===== src/rtl/coax_line_ctrl_pkg.sv =====
// Shared coax link constants and timer helpers used by the line controller,
// transmitter and receiver.
package coax_line_ctrl_pkg;

  localparam int unsigned COAX_CLOCKS_PER_BIT = 8;
  localparam int unsigned COAX_TIMER_W        = 16;

  typedef logic [COAX_TIMER_W-1:0] coax_timer_t;

  // Number of system clocks spanned by a given count of coax bit times.
  function automatic coax_timer_t coax_bit_clocks(input int unsigned bits,
                                                  input int unsigned cpb);
    return coax_timer_t'(bits * cpb);
  endfunction

endpackage


===== src/rtl/coax_down_counter.sv =====
// Loadable down-counter that holds at zero instead of wrapping.
module coax_down_counter
  import coax_line_ctrl_pkg::*;
(
  input  logic        clk_i,
  input  logic        rst_i,
  input  logic        load_i,
  input  coax_timer_t load_val_i,
  input  logic        dec_i,
  output coax_timer_t count_o,
  output logic        zero_o
);

  coax_timer_t count_q;
  coax_timer_t count_d;

  // Load has priority over decrement; decrement stops at zero.
  always_comb begin
    count_d = count_q;
    if (load_i) begin
      count_d = load_val_i;
    end else if (dec_i && (count_q != '0)) begin
      count_d = count_q - coax_timer_t'(1);
    end
  end

  // Count register.
  always_ff @(posedge clk_i or posedge rst_i) begin
    if (rst_i) begin
      count_q <= '0;
    end else begin
      count_q <= count_d;
    end
  end

  assign count_o = count_q;
  assign zero_o  = (count_q == '0);

endmodule


===== src/rtl/coax_line_ctrl.sv =====
// Half-duplex coax line controller: sequences transmit, line turnaround and
// optional response reception, owning the line-driver and receiver enables.
module coax_line_ctrl
  import coax_line_ctrl_pkg::*;
#(
  parameter int unsigned CLOCKS_PER_BIT   = COAX_CLOCKS_PER_BIT,
  parameter int unsigned TURNAROUND_BITS  = 2,
  parameter int unsigned RESPONSE_TIMEOUT = 1152
) (
  input  logic clk,
  input  logic reset,
  input  logic cmd_valid,
  input  logic cmd_expect_response,
  output logic cmd_ready,
  output logic tx_start,
  input  logic tx_active,
  output logic tx_line_enable,
  output logic rx_enable,
  input  logic rx_active,
  output logic busy,
  output logic done,
  output logic timeout,
  output logic tx_error,
  output logic unsolicited
);

  localparam coax_timer_t TX_WAIT_LOAD = coax_bit_clocks(32'd4, CLOCKS_PER_BIT);
  localparam coax_timer_t TURN_LOAD    = coax_bit_clocks(TURNAROUND_BITS, CLOCKS_PER_BIT);
  localparam coax_timer_t RESP_LOAD    = coax_timer_t'(RESPONSE_TIMEOUT);

  typedef enum logic [2:0] {
    ST_IDLE,
    ST_TX_START,
    ST_TX_WAIT,
    ST_TX_BUSY,
    ST_TURNAROUND,
    ST_RX_WAIT,
    ST_RX_BUSY
  } state_e;

  state_e      state_q, state_d;
  logic        expect_q, expect_d;
  logic        rx_active_q;

  logic        tmr_load;
  coax_timer_t tmr_load_val;
  logic        tmr_dec;
  coax_timer_t tmr_count;
  logic        tmr_zero;
  logic        tmr_expired;

  logic        done_d, timeout_d, tx_error_d, unsol_d;

  logic        tx_start_q, tx_line_en_q, rx_en_q, busy_q;
  logic        done_q, timeout_q, tx_error_q, unsol_q;

  coax_down_counter u_timer (
    .clk_i      (clk),
    .rst_i      (reset),
    .load_i     (tmr_load),
    .load_val_i (tmr_load_val),
    .dec_i      (tmr_dec),
    .count_o    (tmr_count),
    .zero_o     (tmr_zero)
  );

  // A state loaded with N leaves on the edge where the count would reach 0.
  assign tmr_expired = tmr_zero || (tmr_count == coax_timer_t'(1));

  // The receiver has priority over a new command while idle.
  assign cmd_ready = (state_q == ST_IDLE) && !rx_active;

  // Next state, timer control and completion pulses.
  always_comb begin
    state_d      = state_q;
    expect_d     = expect_q;
    tmr_load     = 1'b0;
    tmr_load_val = '0;
    tmr_dec      = 1'b0;
    done_d       = 1'b0;
    timeout_d    = 1'b0;
    tx_error_d   = 1'b0;
    unsol_d      = 1'b0;

    case (state_q)
      ST_IDLE: begin
        unsol_d = rx_active && !rx_active_q;
        if (cmd_valid && !rx_active) begin
          state_d      = ST_TX_START;
          expect_d     = cmd_expect_response;
          tmr_load     = 1'b1;
          tmr_load_val = TX_WAIT_LOAD;
        end
      end
      ST_TX_START: begin
        tmr_dec = 1'b1;
        state_d = ST_TX_WAIT;
      end
      ST_TX_WAIT: begin
        tmr_dec = 1'b1;
        if (tx_active) begin
          state_d = ST_TX_BUSY;
        end else if (tmr_expired) begin
          state_d    = ST_IDLE;
          tx_error_d = 1'b1;
        end
      end
      ST_TX_BUSY: begin
        if (!tx_active) begin
          state_d      = ST_TURNAROUND;
          tmr_load     = 1'b1;
          tmr_load_val = TURN_LOAD;
        end
      end
      ST_TURNAROUND: begin
        tmr_dec = 1'b1;
        if (tmr_expired) begin
          if (expect_q) begin
            state_d      = ST_RX_WAIT;
            tmr_load     = 1'b1;
            tmr_load_val = RESP_LOAD;
          end else begin
            state_d = ST_IDLE;
            done_d  = 1'b1;
          end
        end
      end
      ST_RX_WAIT: begin
        tmr_dec = 1'b1;
        if (rx_active) begin
          state_d = ST_RX_BUSY;
        end else if (tmr_expired) begin
          state_d   = ST_IDLE;
          timeout_d = 1'b1;
        end
      end
      ST_RX_BUSY: begin
        if (!rx_active) begin
          state_d = ST_IDLE;
          done_d  = 1'b1;
        end
      end
      default: begin
        state_d = ST_IDLE;
      end
    endcase
  end

  // State register with outputs registered from the next state, so the
  // line enables change on the same edge as the state and are never both set.
  always_ff @(posedge clk or posedge reset) begin
    if (reset) begin
      state_q      <= ST_IDLE;
      expect_q     <= 1'b0;
      rx_active_q  <= 1'b0;
      tx_start_q   <= 1'b0;
      tx_line_en_q <= 1'b0;
      rx_en_q      <= 1'b1;
      busy_q       <= 1'b0;
      done_q       <= 1'b0;
      timeout_q    <= 1'b0;
      tx_error_q   <= 1'b0;
      unsol_q      <= 1'b0;
    end else begin
      state_q      <= state_d;
      expect_q     <= expect_d;
      rx_active_q  <= rx_active;
      tx_start_q   <= (state_d == ST_TX_START);
      tx_line_en_q <= (state_d == ST_TX_START) || (state_d == ST_TX_WAIT);
      rx_en_q      <= (state_d == ST_IDLE) || (state_d == ST_RX_WAIT) ||
                      (state_d == ST_RX_BUSY);
      busy_q       <= (state_d != ST_IDLE);
      done_q       <= done_d;
      timeout_q    <= timeout_d;
      tx_error_q   <= tx_error_d;
      unsol_q      <= unsol_d;
    end
  end

  assign tx_start       = tx_start_q;
  assign tx_line_enable = tx_line_en_q;
  assign rx_enable      = rx_en_q;
  assign busy           = busy_q;
  assign done           = done_q;
  assign timeout        = timeout_q;
  assign tx_error       = tx_error_q;
  assign unsolicited    = unsol_q;

endmodule


===== config.mk =====
export PLATFORM = sky130hd
export DESIGN_NAME = coax_line_ctrl
export DESIGN_NICKNAME = d
export VERILOG_FILES = /design/src/rtl/coax_line_ctrl_pkg.sv /design/src/rtl/coax_down_counter.sv /design/src/rtl/coax_line_ctrl.sv
export SDC_FILE = /design/constraint.sdc
export NUM_CORES = 1
export LEC_CHECK = 0
export CAP_MARGIN = 20
export CELL_PAD_IN_SITES_DETAIL_PLACEMENT = 0
export CELL_PAD_IN_SITES_GLOBAL_PLACEMENT = 1
export CORE_UTILIZATION = 35
export DETAILED_ROUTE_END_ITERATION = 7
export PLACE_DENSITY_LB_ADDON = 0.08
export REMOVE_ABC_BUFFERS = 1
export SYNTH_ARGS = -nofsm -noshare
export SYNTH_HDL_FRONTEND = slang
export SYNTH_SLANG_ARGS = --single-unit

===== constraint.sdc =====
create_clock -name clk -period 2.14 [get_ports clk]
set_clock_uncertainty 0.1 [all_clocks]
set_input_delay 0.214 -clock clk [delete_from_list [all_inputs] [get_ports clk]]
set_output_delay 0.214 -clock clk [all_outputs]
set_load 0.01 [all_outputs]

Word level (Yosys, flattened, before mapping):

Cells that the tools add are included.
W data, S select, Z words.

* add/sub/neg operators: 1
* eq/ne operators: 11
* muxes and demuxes: 32
* reductions and logical operators: 18

Operators with widths (count)
* $pmux W11 S3: 1
* $mux W16: 2
* $mux W3: 8
* $mux W11: 2
* $pmux W3 S7: 1
* $eq A16 B1 Y1 const B: 1
* $logic_not A16 Y1: 1
* $reduce_bool A16 Y1: 1
* $sub A16 B1 Y16 const B: 1
* $eq A3 B3 Y1 const B: 5
* $mux W1: 14
* $eq A3 B2 Y1 const B: 3
* $eq A3 B1 Y1 const B: 2
* $logic_not A3 Y1: 2
* $mux W6: 1
* $mux W5: 1
* $logic_and A1 B1 Y1: 4
* $logic_or A1 B1 Y1: 4
* $reduce_or A4 Y1: 1
* $pmux W1 S3: 1
* $reduce_bool A3 Y1: 1
* $logic_not A1 Y1: 2
* $pmux W1 S2: 1
* $reduce_and A2 Y1: 1
* $reduce_bool A2 Y1: 1

* register bits after elaboration: 29
* input port bits: 6
* logic and storage cells: 74

Longest topological paths before layout:

* depth after elaboration: 8
* depth in mapped cells: 8
* mapped depth without buffers: 8

By module:

From an unflattened synthesis, not the netlist that was laid out.

* cells, all modules: 199
* area total of the unflattened synthesis: 1841.8 sq um

Modules (own cells, without submodules)
* coax_down_counter: area each 1034.7 sq um, cells each 122, sequential area each 400.4 sq um, instances 1
* coax_line_ctrl: area each 807.0 sq um, cells each 77, sequential area each 326.6 sq um, instances 1

Worst setup path after synthesis:

No wires, ideal clock.

* path type: reg-to-reg
* from: reg u_timer.count_q[4], in the netlist u_timer.count_o[4]
* to: reg u_timer.count_q[15], in the netlist u_timer.count_o[15]
* stages on the path, launching flop included: 6
* path slack: 0.106 ns
* required time: 1.967 ns
* arrival: 1.861 ns
* library setup time: 0.073 ns
* cells stage by stage: dfrtp_1 -> or4_4 -> nor4_4 -> o2111ai_4 -> or3_1 -> a21oi_2

* word-level cells in the longest chain between the ends: 5
* elaborated cells on any way between the ends: 11
* those cells by class: 1 x add/sub; 1 x eq/ne; 4 x mux; 5 x reduce/logical

Ends and longest elaborated chain
* from (decl): RTL line coax_down_counter.sv:14 `coax_timer_t count_q;`
* from (signal assigned): RTL line coax_down_counter.sv:32 `count_q <= count_d;`
* parallel branches: the longest is 5 deep, another holds $sub A16 B1 Y16

Several ways; the timed one is not identified. The select of a mux whose other input is x is not followed.
A chain may end at the register's enable or synchronous reset.

Worst setup path in the final report:

* from: reg u_timer.count_q[4], in the netlist u_timer.count_o[4]
* to: reg u_timer.count_q[11], in the netlist u_timer.count_o[11]

The elaborated chain is that of the path after synthesis.

==> results.cfg <==
[power_and_ir_drop]
power_switching_uw = 1410
seqPwrFrac_pct = 28.0
p_leak_uw = 0.00102
powerDensity_nw_per_um2 = 1520
vdd_ir_drop_max_v = 0.000681
pwr-share-clk_pct = 14.7
p_int_uw = 1990
swShare_pct = 41.4
p_comb_share_pct = 57.3

[timing]
setup_slack_ns = 0.0128
min_period_ns = 2.13
timing.final.crit_share_pct = 99.4
rsz0062_at_grt = yes
hold_viol_final = 0
worst_pin_slew_ns = 0.498
relSlewSlack_pct = 66.7
setup_violations = 0
slew_violations = 0
fmax_mhz = 470

[drt]
viasPerCell = 5.28
vias = 1421
drc = 0
drt_iter0_drc = 79
ant_nets = 0
post_drt_wl_per_cell_microns = 14.9
first_pass_iters = 4
drt_wl_total_mm = 4.01

[synthesis]
ys_seq_area_share_pct = 45.0
syn_inst = 166
ys_seq_elements = 29
synth_simple_gate_area_share_pct = 23.8
synth.avg_cell_area_sq_um = 9.72
synth-compound-area-share_pct = 18.3
synth_xor_area_share_pct = 5.50
yosys_most_used_dff = dfrtp_1
synth_top_family_by_area = simple AND/OR/NAND/NOR gates
yosysWarnings = 0
synth.mux.area_fraction_pct = 1.24
synth.area.top_cells = dfrtp_1 (43%), nor2_1 (4.0%), a21oi_1 (3.1%)
synth_top_area_share_pct = 43.4
synth_edf_count = 0
yosysUniqueCellTypes = 46
yosys.area_share.adder_pct = 2.33
ys_async_sr_fraction_pct = 100
synth.cell_area_sq_um = 1610
synth_top_area_cell = dfrtp_1

[critical_path]
arrival_ns = 2.24
slowest_stage = or4_4
crit_family = simple AND/OR/NAND/NOR gates
cp_cell_sequence = or4_4 > nor4_4 > o2111ai_4 > or3_1 > a21oi_2
worstPathMaxFanout = 5
cp_num_buf_inv = 0
endpoint_kind = flip-flop
slowest_delay_ns = 0.59
criticalPathCategory = reg -> reg
start_kind = flip-flop
cp.required_ns = 2.25

[cts]
cts_tree = done
numCtsBuffers = 5
cts_root_buf = clkbuf_8
clock_sinks = 29
clock_path_buffers = 2
h-tree-depth = 2
clk_pin_slew_ns = 0.06
postCtsHoldBufs = 0
clock_latency_ns = 0.28

[floorplan]
rows = 24
dieArea_sq_um = 4890
io_pins = 15
start_util_pct = 36.8
fp.dieH_microns = 69.9
coreArea_sq_um = 4380
die_width_microns = 69.9

[layout]
fin_nets = 225
fin_area_sq_um = 2240
n_antenna_cell = 0
largest_reg_flops = 16
synthToLayoutAreaGrowth_pct = 38.9
final_common_cell = buf_4
drive_above_1_share_pct = 31.8
most-common-layout-cells = buf_4 (32), dfrtp_1 (28), nor2_1 (17), clkdlybuf4s50_1 (13)

[global_routing]
grt_pass1_vias = 1454
grt_pass1_wl_mm = 6.84
grt_max_degree = 19
grt_util_all_layers_pct = 18.1
antenna_found_initial = 0
grt-ovfl-total = 0

[placement]
numPortBuffers = 14
place_hpwl_mm = 2.90
gp_congestion = 0.773
postPlaceCellArea_sq_um = 2060
dp_slack_ns = -0.0260

[outcome]
status = complete, no violations

[job]
drv_cap = 0

[hold_path]
hold_path_class = in -> async
==> cell type report <==
cell class / count / area [sq um]
Fill cell: 412 / 2140
Multi-Input combinational cell: 123 / 892
Sequential cell: 29 / 727
Timing Repair Buffer: 48 / 423
Clock buffer: 7 / 96.3
Tap cell: 52 / 65.1
Inverter: 9 / 33.8
Clock inverter: 1 / 5.00
==> cell usage after synthesis, drive strengths merged, types with 2 or more instances <==
cell	instances
dfrtp	28
nor2	17
a21oi	11
o21ai	11
inv	9
nand2	9
or3	9
nor3	8
nor4	5
o2111ai	5
xor2	5
buf	4
a21o	3
ha	3
nand3	3
o211ai	3
or2	3
xnor2	3
a31o	2
clkbuf	2
mux2i	2
nand4	2
nor3b	2
==> power by group through the flow <==
stage / registers [uW] / clock network, uW / logic, uW
floorplan: 1000 / 0 / 1030
global placement: 941 / 0 / 1830
detailed placement: 948 / 0 / 1850
CTS: 946 / 515 / 1910
global route: 984 / 551 / 2160
finish: 951 / 502 / 1950
==> what timing repair did <==
action,in CTS,in global routing
gates cloned,1,0
resized for setup,3,12
endpoints found under the setup margin,3,8
pin swaps,0,4
buffers inserted,2,0
==> through the flow <==
step                TNS [ns]  utilization [%]  hold slack, ns  total power, uW  std cells
global placement     -0.0370             46.9           0.290             2770        258
finish                     0             51.1           0.160             3400        269
global route          -0.185             51.1           0.201             3690        269
detailed placement   -0.0470             46.9           0.301             2790        258
CTS                        0             50.3           0.173             3370        269
floorplan                  0                -           0.145             2030        160
==> worst register-to-register path: stages (launching register included) <==
cell and delay, ns:
dfrtp_1 0.41, or4_4 0.59, nor4_4 0.23, o2111ai_4 0.20
or3_1 0.37, a21oi_2 0.15
==> cells by family (layout without fill, tap and decap cells) <==
kind of cell             after synthesis  in the layout
XOR/XNOR                               8              8
flip-flops                            29             29
AND/OR/NAND/NOR                       67             67
buffers and inverters                 15             65
multiplexers                           2              2
adder cells (fa/ha/maj)                3              3
AO/OA/AOI/OAI                         42             43
==> layer usage <==
| layer | wire [microns] | track usage, % | vias to the layer above | share of wire (%) |
|---|---|---|---|---|
| li1 | - | - | 707 | - |
| met1 | 1730 | 21.1 | 686 | 43 |
| met2 | 2080 | 31.5 | 21 | 52 |
| met3 | 126 | 4.47 | 7 | 3.1 |
| met4 | 72 | 7.56 | 0 | 1.8 |
| met5 | 0 | 0 | - | 0 |
==> final timing paths <==
kind / startpoint / endpoint / slack [ns] / cells after the start
max: u_timer.count_o[4]$_DFFE_PP0P_ / u_timer.count_o[11]$_DFFE_PP0P_ / 0.01 / 5
min: reset / rx_active_q$_DFF_PP0_ / 0.16 / 2
max reg2reg: u_timer.count_o[4]$_DFFE_PP0P_ / u_timer.count_o[11]$_DFFE_PP0P_ / 0.01 / 5
min reg2reg: rx_active_q$_DFF_PP0_ / unsolicited$_DFF_PP0_ / 0.31 / 1
max in group asynchronous: reset / expect_q$_DFFE_PP0P_ / 1.30 / 3
min in group clk: rx_active_q$_DFF_PP0_ / unsolicited$_DFF_PP0_ / 0.31 / 1
No activity file was read; power rests on OpenSTA's default activity.
